**src/rtl/fft_output_unloader_if.sv**
```systemverilog
// fft_output_unloader_if
//   Output stream bundle of the FFT frame unloader.
//   master : drives m_valid, m_real, m_imag, m_index, m_last; samples m_ready
//   slave  : samples the beat fields; drives m_ready
//   A beat transfers on a rising clock edge where m_valid && m_ready.
interface fft_output_unloader_if #(
  parameter int ADDR_W = 12,
  parameter int DATA_W = 16
) ();
  logic                     m_valid;
  logic                     m_ready;
  logic signed [DATA_W-1:0] m_real;
  logic signed [DATA_W-1:0] m_imag;
  logic [ADDR_W-1:0]        m_index;
  logic                     m_last;

  modport master (
    output m_valid, m_real, m_imag, m_index, m_last,
    input  m_ready
  );

  modport slave (
    input  m_valid, m_real, m_imag, m_index, m_last,
    output m_ready
  );
endinterface

```
**src/rtl/fft_output_unloader.sv**
```systemverilog
// fft_output_unloader
//   Drains one completed FFT frame (N = 2**ADDR_W complex samples) from a
//   dual-port RAM read port and streams it out on a valid/ready bus, one
//   sample per cycle while the sink keeps m_ready high.
//
// Ports
//   clk, rst      clock (rising edge), synchronous active-high reset
//   start         1-cycle pulse, begins a frame; ignored unless idle
//   busy          high while a frame is in progress
//   done          1-cycle pulse in the cycle after the last beat transfers
//   ram_addr      registered RAM read address
//   ram_dout_re/im RAM read data, valid one cycle after ram_addr
//   m             output stream (fft_output_unloader_if.master)
//
// Build option
//   FFT_UNLOAD_BITREV_EN : read addresses are the bit-reverse of the issue
//   count (frame stored in bit-reversed order). m_index stays natural order.
//
// States
//   state   | meaning
//   S_IDLE  | waiting for start
//   S_ISSUE | issuing reads, rd_cnt < N
//   S_DRAIN | all reads issued, waiting for the last beat to transfer
module fft_output_unloader #(
  parameter int ADDR_W = 12,
  parameter int DATA_W = 16
) (
  input  logic                     clk,
  input  logic                     rst,
  input  logic                     start,
  output logic                     busy,
  output logic                     done,
  output logic [ADDR_W-1:0]        ram_addr,
  input  logic signed [DATA_W-1:0] ram_dout_re,
  input  logic signed [DATA_W-1:0] ram_dout_im,
  fft_output_unloader_if.master    m
);

  localparam logic [ADDR_W:0]   LAST_RD  = {1'b0, {ADDR_W{1'b1}}};
  localparam logic [ADDR_W-1:0] LAST_IDX = {ADDR_W{1'b1}};

  typedef enum logic [1:0] {
    S_IDLE  = 2'd0,
    S_ISSUE = 2'd1,
    S_DRAIN = 2'd2
  } state_t;

  state_t state, state_nxt;

  logic [ADDR_W:0]          rd_cnt;
  logic [ADDR_W-1:0]        issue_addr;
  logic                     a_v;       // ram_addr holds a live read this cycle
  logic                     d_v;       // ram_dout holds live data this cycle
  logic                     issue;
  logic                     pop;
  logic                     last_pop;
  logic                     done_set;
  logic [2:0]               pend;

  // Output storage. A read takes two edges to land here and a pop is only
  // seen one edge later, so sustained one-beat-per-cycle needs three slots
  // in the loop. With m_ready low the issue logic parks at two outstanding
  // entries; the third slot only covers a read launched while m_ready was
  // high and the sink stalls afterwards, so nothing is ever dropped.
  logic signed [DATA_W-1:0] buf_re [3];
  logic signed [DATA_W-1:0] buf_im [3];
  logic [1:0]               wr_ptr;
  logic [1:0]               rd_ptr;
  logic [1:0]               cnt;
  logic [ADDR_W-1:0]        out_idx;

  function automatic logic [1:0] ptr_inc(input logic [1:0] p);
    return (p == 2'd2) ? 2'd0 : p + 2'd1;
  endfunction

  assign busy      = (state != S_IDLE);
  assign m.m_valid = (cnt != 2'd0);
  assign m.m_real  = buf_re[rd_ptr];
  assign m.m_imag  = buf_im[rd_ptr];
  assign m.m_index = out_idx;
  assign m.m_last  = m.m_valid && (out_idx == LAST_IDX);

  assign pop      = m.m_valid && m.m_ready;
  assign last_pop = pop && m.m_last;

  // Storage occupancy once this cycle's pop and all in-flight reads settle.
  assign pend = {1'b0, cnt} + {2'b00, a_v} + {2'b00, d_v} - {2'b00, pop};

  always_comb begin
    issue_addr = rd_cnt[ADDR_W-1:0];
`ifdef FFT_UNLOAD_BITREV_EN
    for (int i = 0; i < ADDR_W; i++) begin
      issue_addr[i] = rd_cnt[ADDR_W-1-i];
    end
`endif
  end

  always_comb begin
    state_nxt = state;
    issue     = 1'b0;
    done_set  = 1'b0;
    case (state)
      S_IDLE: begin
        if (start) state_nxt = S_ISSUE;
      end
      S_ISSUE: begin
        if ((pend < 3'd2) || ((pend == 3'd2) && m.m_ready)) begin
          issue = 1'b1;
          if (rd_cnt == LAST_RD) state_nxt = S_DRAIN;
        end
      end
      S_DRAIN: begin
        if (last_pop) begin
          state_nxt = S_IDLE;
          done_set  = 1'b1;
        end
      end
      default: state_nxt = S_IDLE;
    endcase
  end

  always_ff @(posedge clk) begin
    if (rst) begin
      state <= S_IDLE;
    end else begin
      state <= state_nxt;
    end
  end

  always_ff @(posedge clk) begin
    if (rst) begin
      rd_cnt   <= '0;
      ram_addr <= '0;
      a_v      <= 1'b0;
      d_v      <= 1'b0;
      done     <= 1'b0;
    end else begin
      done <= done_set;
      a_v  <= issue;
      d_v  <= a_v;
      if ((state == S_IDLE) && start) begin
        rd_cnt <= '0;
      end else if (issue) begin
        ram_addr <= issue_addr;
        rd_cnt   <= rd_cnt + 1'b1;
      end
    end
  end

  always_ff @(posedge clk) begin
    if (rst) begin
      wr_ptr  <= 2'd0;
      rd_ptr  <= 2'd0;
      cnt     <= 2'd0;
      out_idx <= '0;
      for (int i = 0; i < 3; i++) begin
        buf_re[i] <= '0;
        buf_im[i] <= '0;
      end
    end else begin
      if (d_v) begin
        buf_re[wr_ptr] <= ram_dout_re;
        buf_im[wr_ptr] <= ram_dout_im;
        wr_ptr         <= ptr_inc(wr_ptr);
      end
      if (pop) begin
        rd_ptr  <= ptr_inc(rd_ptr);
        // wraps N-1 -> 0 exactly on the final beat of the frame
        out_idx <= out_idx + 1'b1;
      end
      cnt <= cnt + {1'b0, d_v} - {1'b0, pop};
    end
  end

endmodule
```
**src/flat_wrapper.sv**
```systemverilog
// flat-port wrapper written by rule: the top's interface ports become plain ports
module fft_output_unloader_flat 
#(
  parameter int ADDR_W = 12,
  parameter int DATA_W = 16
)
  (clk, rst, start, busy, done, ram_addr, ram_dout_re, ram_dout_im, m_m_valid, m_m_real, m_m_imag, m_m_index, m_m_last, m_m_ready);
  fft_output_unloader_if #(.ADDR_W(ADDR_W), .DATA_W(DATA_W)) m_i ();
  input  logic clk;
  input  logic rst;
  input  logic start;
  output logic busy;
  output logic done;
  output logic [ADDR_W-1:0] ram_addr;
  input  logic signed [DATA_W-1:0] ram_dout_re;
  input  logic signed [DATA_W-1:0] ram_dout_im;
  output wire logic [$bits(m_i.m_valid)-1:0] m_m_valid;
  output wire logic [$bits(m_i.m_real)-1:0] m_m_real;
  output wire logic [$bits(m_i.m_imag)-1:0] m_m_imag;
  output wire logic [$bits(m_i.m_index)-1:0] m_m_index;
  output wire logic [$bits(m_i.m_last)-1:0] m_m_last;
  input wire logic [$bits(m_i.m_ready)-1:0] m_m_ready;
  assign m_m_valid = m_i.m_valid;
  assign m_m_real = m_i.m_real;
  assign m_m_imag = m_i.m_imag;
  assign m_m_index = m_i.m_index;
  assign m_m_last = m_i.m_last;
  assign m_i.m_ready = m_m_ready;
  fft_output_unloader #(.ADDR_W(ADDR_W), .DATA_W(DATA_W)) u_core (.clk(clk), .rst(rst), .start(start), .busy(busy), .done(done), .ram_addr(ram_addr), .ram_dout_re(ram_dout_re), .ram_dout_im(ram_dout_im), .m(m_i));
endmodule
```
**config.mk**
```make
export PLATFORM = sky130hd
export DESIGN_NAME = fft_output_unloader_flat
export DESIGN_NICKNAME = d
export VERILOG_FILES = /design/src/rtl/fft_output_unloader_if.sv /design/src/rtl/fft_output_unloader.sv /design/src/flat_wrapper.sv
export SDC_FILE = /design/constraint.sdc
export NUM_CORES = 1
export LEC_CHECK = 0
export CAP_MARGIN = 0
export CORE_AREA = 2 2 120 122
export DETAILED_ROUTE_END_ITERATION = 8
export DIE_AREA = 0 0 122 124
export PLACE_DENSITY_LB_ADDON = 0.08
export SYNTH_ARGS = -nofsm -noshare
export SYNTH_HDL_FRONTEND = slang
export SYNTH_SLANG_ARGS = --single-unit
```
**constraint.sdc**
```tcl
create_clock -name clk -period 4.15 [get_ports clk]
set_input_delay 0.415 -clock clk [delete_from_list [all_inputs] [get_ports clk]]
set_output_delay 0.415 -clock clk [all_outputs]
set_load 0.01 [all_outputs]
```
==> metrics.cfg, run 1 <==
[run_status]
status=complete, no violations

[critical_path]
r2r-start=u_core.cnt[1]
cpLargestDelayFamily=adder cells
r2r_setup_slack_ps=790
cp_slowest_cell=fa_1
path_class=register to register
cp_common_cell=inv_1
critical_path.cell_chain=o21ai_1, inv_1, ha_1, inv_1, fa_1, inv_1, fa_1, o2111ai_2, buf_4, mux2i_1, nor2_1
max_stage_delay_ps=490
reg2reg_depth=11
start_kind=register
crit_arrival_ps=3660
cp.required_ps=4450
endpoint_kind=register
cp_max_fo=10
timing.rr.end=u_core.ram_addr[0]
worst-path-buf-inv=4

[finish]
antenna_cells=0
drive_above_1_share=0.124
area_growth_pct=22.9
nFillCells=1066
nets=653

[detailed_routing]
drc=0
top_layer_used=met4
wire_per_inst_um=18.4
dr.first_iter.drc_count=302
postRouteAntennaNets=0
wl_met1_um=6260
drt-pass1-iter-count=4
vias=4400
wl_met2_um=7750
met3_length_um=577
viasPerCell=5.48
routed_wl_um=14800

[placed_design]
portBuffers=95
globalplace.congestion=0.775
hpwl_um=8750

[power]
power_density_nw_per_um2=464
power_leakage_nw=3.20
ir_drop_uv=320
finalPower_mw=4.23

[global_route]
grt.overflow.total=0
antenna_found_initial=0
grt_max_degree=37
grt_pass1_wl_um=23600
track_usage=0.211
grt_pass1_vias=4601

[clocking]
cts-resized-gates=0
cts_root_buf=clkbuf_16
h-tree-depth=4
cts_tree=done
numCtsBuffers=17
cts.clk_slew.worst_paths_ps=60
hold_buffers=0
clkLatencyLatePin_ps=420
clock_path_buffers=2
cts_sinks=178
cts_setup_buffers=0

[sta]
setup_viol=0
slew-limit-headroom=0.376
finalCriticalPeriod_ps=3360
drv_slew=0
hold_viol=0
rsz0062_at_grt=no
tns_ps=0
fmax_mhz=297
fin_crit_sh=0.810
tightest_slew_ps=937
clock-skew-final_ps=5.16

[floorplan]
num_rows=43
die_w_um=122
start_util=0.541
io_pins=96
dieArea_um2=15100
die_height_um=124
fp.coreArea_um2=13700

[synth]
synthAdderAreaFrac=0.0138
postSynthCellCount=512
synth_area_per_cell_um2=14.5
synth.area.top_cells=edfxtp_1 (52%), dfxtp_1 (13%), mux4_2 (9.7%)
synth_edf_count=128
yosysSeqAreaShare=0.653
synth_compound_area_frac=0.0293
muxShareOfSynthArea=0.115
ys_ff_latch=178
yosysWarnings=0
synth_fp_nets=555
synth_top_family_by_area=simple AND/OR/NAND/NOR gates
netlist_area_um2=7420
synth.largest_area_cell=edfxtp_1
yosysUniqueCellTypes=41
synthArstFlopShare=0
synth-xor-area-share=0.0187
synthSimpleGateAreaFrac=0.149
synth_top_area_share=0.518
ys.flop_type=edfxtp_1

[worst_hold_path]
hold_depth=1
min_from=u_core.a_v
holdPathEnd=u_core.d_v
hold_class=register to register

[flow_run]
drv_cap=0

==> registers in the layout (all words and copies together) (netlist names), named ones only <==
| name | flops |
|---|---|
| u_core.a_v | 1 |
| u_core.buf_im | 64 |
| u_core.buf_re | 64 |
| u_core.cnt | 2 |
| u_core.d_v | 1 |
| u_core.done | 1 |
| u_core.m.m_index | 12 |
| u_core.ram_addr | 12 |
| u_core.rd_cnt | 13 |
| u_core.rd_ptr | 2 |
| u_core.state | 2 |
| u_core.wr_ptr | 2 |
==> cells in the final DEF (no fill, tap or decap), types with 5 or more instances in the layout <==
cell type        instances
a21oi_1                 15
clkinvlp_4               5
or3_1                   10
o21ai_0                 10
nand3_1                  5
buf_4                    7
mux4_2                  32
nor3_1                   6
nor2_1                  39
mux2i_1                 13
edfxtp_1               128
inv_1                   14
nor4_1                   5
clkbuf_16               17
and2_1                  96
dfxtp_1                 48
ha_1                     5
xnor2_1                 11
nand2_1                 12
clkdlybuf4s50_1         95
==> area by class of cell <==
cell class                      count  area [um2]  share of cell area
Inverter                           14        52.6             0.00576
Sequential cell                   178        4850               0.531
Clock inverter                     11         114              0.0125
Multi-Input combinational cell    297        2440               0.267
Clock buffer                       21         440              0.0483
Tap cell                          180         225              0.0247
Timing Repair Buffer              102        1000               0.110
==> cells by family after synthesis <==
logic type	Yosys count
xor gates and xnor gates	15
buffers and inverters	37
DFF	178
adders and majority gates	7
muxes	45
and+or+nand+nor	195
AOI/OAI and AO/OA	35
==> metrics by stage <==
stage               instance area, um2  instances  hold slack [ps]  utilization  setup slack (ps)
finish                            9120        803              490        0.665               787
global route                      9120        803              522        0.665               443
CTS                               9120        803              493        0.665               770
detailed placement                8570        771              484        0.624               419
global placement                  8570        771              478        0.624               551
floorplan                         7420        512              459            -              1190
==> worst max path at each step <==
stage                          endpoint     startpoint  slack [ps]  cells past startpoint
floorplan              u_core.rd_cnt[1]  u_core.cnt[1]        1190                     12
global placement    u_core.ram_addr[11]      m_m_ready         550                     12
detailed placement   u_core.ram_addr[0]      m_m_ready         420                     12
CTS                  u_core.ram_addr[0]  u_core.cnt[1]         770                     11
global route         u_core.ram_addr[0]  u_core.cnt[1]         440                     11
finish               u_core.ram_addr[0]  u_core.cnt[1]         790                     11
==> routing by layer <==
layer / vias to the layer above / track usage
met5: - / 0
met4: 0 / 0.0661
met3: 14 / 0.0499
met2: 94 / 0.366
met1: 2219 / 0.263
li1: 2073 / -
==> where the power goes <==
part / leakage (nW) / internal (mW) / switching, mW
clock network: 0.252 / 0.878 / 0.632
registers: 1.68 / 1.99 / 0.0720
logic: 1.26 / 0.371 / 0.290
==> synth_stat cells, types with 2 or more instances <==
cell type / count
nand2_1: 12
o211ai_1: 2
buf_2: 3
fa_1: 2
nand4_1: 2
xnor2_1: 11
mux4_2: 32
or2_2: 3
xor2_1: 3
nand3_1: 5
and2_1: 96
inv_1: 14
a21oi_1: 15
buf_1: 4
or3_1: 10
o21ai_0: 10
clkbuf_1: 14
nor2b_1: 3
buf_6: 2
o2111ai_1: 4
and4_1: 5
ha_1: 5
mux2i_1: 13
nor3_1: 6
dfxtp_1: 50
nor4_1: 6
nor2_1: 39
edfxtp_1: 128
Power figures use the tool's default switching activity.
==> run 2: changes to the inputs <==
--- a/config.mk
+++ b/config.mk
@@ -6,9 +6,9 @@
 export NUM_CORES = 1
 export LEC_CHECK = 0
 export CAP_MARGIN = 0
-export CORE_AREA = 2 2 120 122
+export CORE_AREA = 2 2 125 127
 export DETAILED_ROUTE_END_ITERATION = 8
-export DIE_AREA = 0 0 122 124
+export DIE_AREA = 0 0 127 129
 export PLACE_DENSITY_LB_ADDON = 0.08
 export SYNTH_ARGS = -nofsm -noshare
 export SYNTH_HDL_FRONTEND = slang
==> constraint.sdc (replaced) <==
create_clock -name clk -period 2.7 [get_ports clk]
set_input_delay 0.27 -clock clk [delete_from_list [all_inputs] [get_ports clk]]
set_output_delay 0.27 -clock clk [all_outputs]
set_load 0.01 [all_outputs]
==> run 2 against run 1 <==
Net effect: cell count rose by 4.0%; combinational power rose by 100%; flip-flop and latch count unchanged; critical endpoint is now u_core.ram_addr[8]; highest routed layer unchanged.
==> metrics.cfg, run 2 (synthesized netlist as in run 1, its figures left out) <==
[critical_path]
cp.required_ps=3000  ; -1450 ps
cpLargestDelayFamily=adder cells
cp_max_fo=9  ; -1
endpoint_kind=register
crit_arrival_ps=2990  ; -670 ps
start_kind=register
cp_common_cell=inv_2
critical_path.cell_chain=o21ai_4, inv_2, ha_4, inv_2, fa_2, inv_2, fa_2, o2111ai_4, buf_12, mux2i_4, nor2_1
max_stage_delay_ps=490  ; about the same
cp_slowest_cell=fa_2
worst-path-buf-inv=4  ; unchanged
path_class=register to register

[detailed_routing]
postRouteAntennaNets=0  ; unchanged
drc=0  ; unchanged
routed_wl_um=15300  ; +3.4%
wire_per_inst_um=18.3  ; -0.52%
viasPerCell=5.40  ; -1.5%
drt-pass1-iter-count=4  ; unchanged
dr.first_iter.drc_count=300  ; -0.66%
vias=4506  ; +2.4%

[floorplan]
start_util=0.495  ; -0.0454
die_height_um=129  ; +4.0%
num_rows=45  ; +4.7%
fp.coreArea_um2=15000  ; +9.2%
io_pins=96  ; unchanged
dieArea_um2=16400  ; +8.3%
die_w_um=127  ; +4.1%

[finish]
stdcell_count=835  ; +4.0%
area_growth_pct=28.5
multi_input_area_um2=2540  ; +4.2%
final_cell_mix=edfxtp_1 (128), and2_1 (96), clkdlybuf4s50_1 (95), dfxtp_1 (47), nor2_1 (39)
seq_area_um2=4850  ; about the same
nFillCells=1114  ; +4.5%
nets=677  ; +3.7%
reg.largest.list=u_core.buf_im x64, u_core.buf_re x64, u_core.rd_cnt x13
drive_above_1_share=0.189  ; +0.0650
layout_commonest_cell=edfxtp_1
antenna_cells=0  ; unchanged

[global_route]
antenna_found_initial=0  ; unchanged
track_usage=0.198  ; -0.0126
grt_pass1_wl_um=24500  ; +4.0%
grt.overflow.total=0  ; unchanged
grt_max_degree=33  ; -11%
grt_pass1_vias=4768  ; +3.6%

[power]
ir_drop_uv=437  ; +37%
p_comb_frac=0.195  ; +0.039
switching_power_mw=1.64  ; +65%
power_frac_seq=0.458  ; -0.029
finalPower_mw=6.85  ; +62%
power_leakage_nw=3.37  ; +5.5%
switching_share=0.239  ; +0.00404
power_density_nw_per_um2=718  ; +55%
clockPowerShare=0.347  ; -0.010
internal_power_mw=5.21  ; +61%

[sta]
tightest_slew_ps=941  ; +4.33 ps
rsz0062_at_grt=yes
slew-limit-headroom=0.373  ; -0.00289
fin_crit_sh=0.995  ; +0.185
fmax_mhz=372  ; +25%
hold_viol=0  ; unchanged
setup_viol=0  ; unchanged
finalCriticalPeriod_ps=2690  ; -675 ps
drv_slew=0  ; unchanged
whs_ps=455  ; -35.2 ps
clock-skew-final_ps=8.60  ; +3.44 ps

[worst_hold_path]
hold_class=input port to register

[clocking]
numCtsBuffers=17  ; unchanged
cts_sinks=178  ; unchanged
cts.clk_slew.worst_paths_ps=60  ; about the same
hold_buffers=0  ; unchanged
clock_path_buffers=2  ; unchanged
cts_tree=done
clkLatencyLatePin_ps=420  ; about the same
cts_root_buf=clkbuf_16
h-tree-depth=4  ; unchanged

[placed_design]
portBuffers=95  ; unchanged
dp.cells=796  ; +3.2%
globalplace.congestion=0.779  ; +0.57%
hpwl_um=9260  ; +5.9%

[run_status]
status=complete, no violations

[flow_run]
drv_cap=0  ; unchanged

[run 2: cell types whose count changed in the layout (fill, tap and decap cells not counted), moves of 3 or more]
cell	before	now
inv_1	14	10
clkbuf_16	17	21
clkinv_2	1	6
buf_12	0	5
clkinvlp_4	5	1
buf_4	7	23
inv_2	0	4
clkinv_1	3	0
[run 2: metrics by stage]
stage | utilization | area, um2 | setup slack [ps] | setup TNS [ps]
6_report | 0.637 | 9530 | 12.4 | 0
5_1_grt | 0.637 | 9530 | -70.8 | -763
4_1_cts | 0.630 | 9430 | -0.565 | -0.565
3_5_place_dp | 0.587 | 8800 | -371 | -7770
3_3_place_gp | 0.587 | 8800 | -216 | -4790
2_1_floorplan | - | 7460 | 5.90 | 0
[run 2: worst register-to-register path: cells and delay by family, from the launching register on]
kind | cells | cell delay, ps
muxes | 1 | 240
buffers and inverters | 4 | 370
AOI/OAI and AO/OA | 2 | 470
and+or+nand+nor | 1 | 60
adders and majority gates | 3 | 1080
DFF | 1 | 360
[run 2: power by group through the flow]
stage / registers [mW] / logic, mW / clock network (mW)
2_1_floorplan: 3.16 / 0.672 / 0
3_3_place_gp: 3.19 / 1.19 / 0
3_5_place_dp: 3.20 / 1.20 / 0
4_1_cts: 3.14 / 1.27 / 2.41
5_1_grt: 3.15 / 1.43 / 2.54
6_report: 3.14 / 1.34 / 2.37
[run 2: final timing paths]
| kind | startpoint | to | slack (ps) | depth (start not counted) |
|---|---|---|---|---|
| worst max register to register | u_core.cnt[1] | u_core.ram_addr[8] | 10 | 11 |
| worst max-delay path | u_core.cnt[1] | u_core.ram_addr[8] | 10 | 11 |
| worst min-delay path | ram_dout_re[10] | u_core.buf_re[3][10] | 450 | 1 |
| worst min register to register | u_core.ram_addr[9] | u_core.ram_addr[9] | 500 | 2 |
[run 2: layout make-up]
class / instances / area share
tap: 188 / 0.0247
multi-input combinational: 297 / 0.267
clock inverter: 8 / 0.00486
inverter: 14 / 0.00551
timing repair buffer: 126 / 0.133
sequential: 178 / 0.509
clock buffer: 24 / 0.0562
[run 2: metal layers]
layer / up-vias / GRT usage / routed length (um) / part of all wire
li1: 2120 / - / - / -
met1: 2267 / 0.249 / 6510 / 0.43
met3: 15 / 0.0503 / 636 / 0.042
met2: 104 / 0.338 / 7970 / 0.52
met5: - / 0 / 0 / 0
met4: 0 / 0.0666 / 156 / 0.010
[run 2: timing repair]
item,in CTS,in global routing
gates resized for setup,9,7
buffers inserted,1,5
pin swaps,2,5
cloned,0,1
setup endpoints to repair,9,23
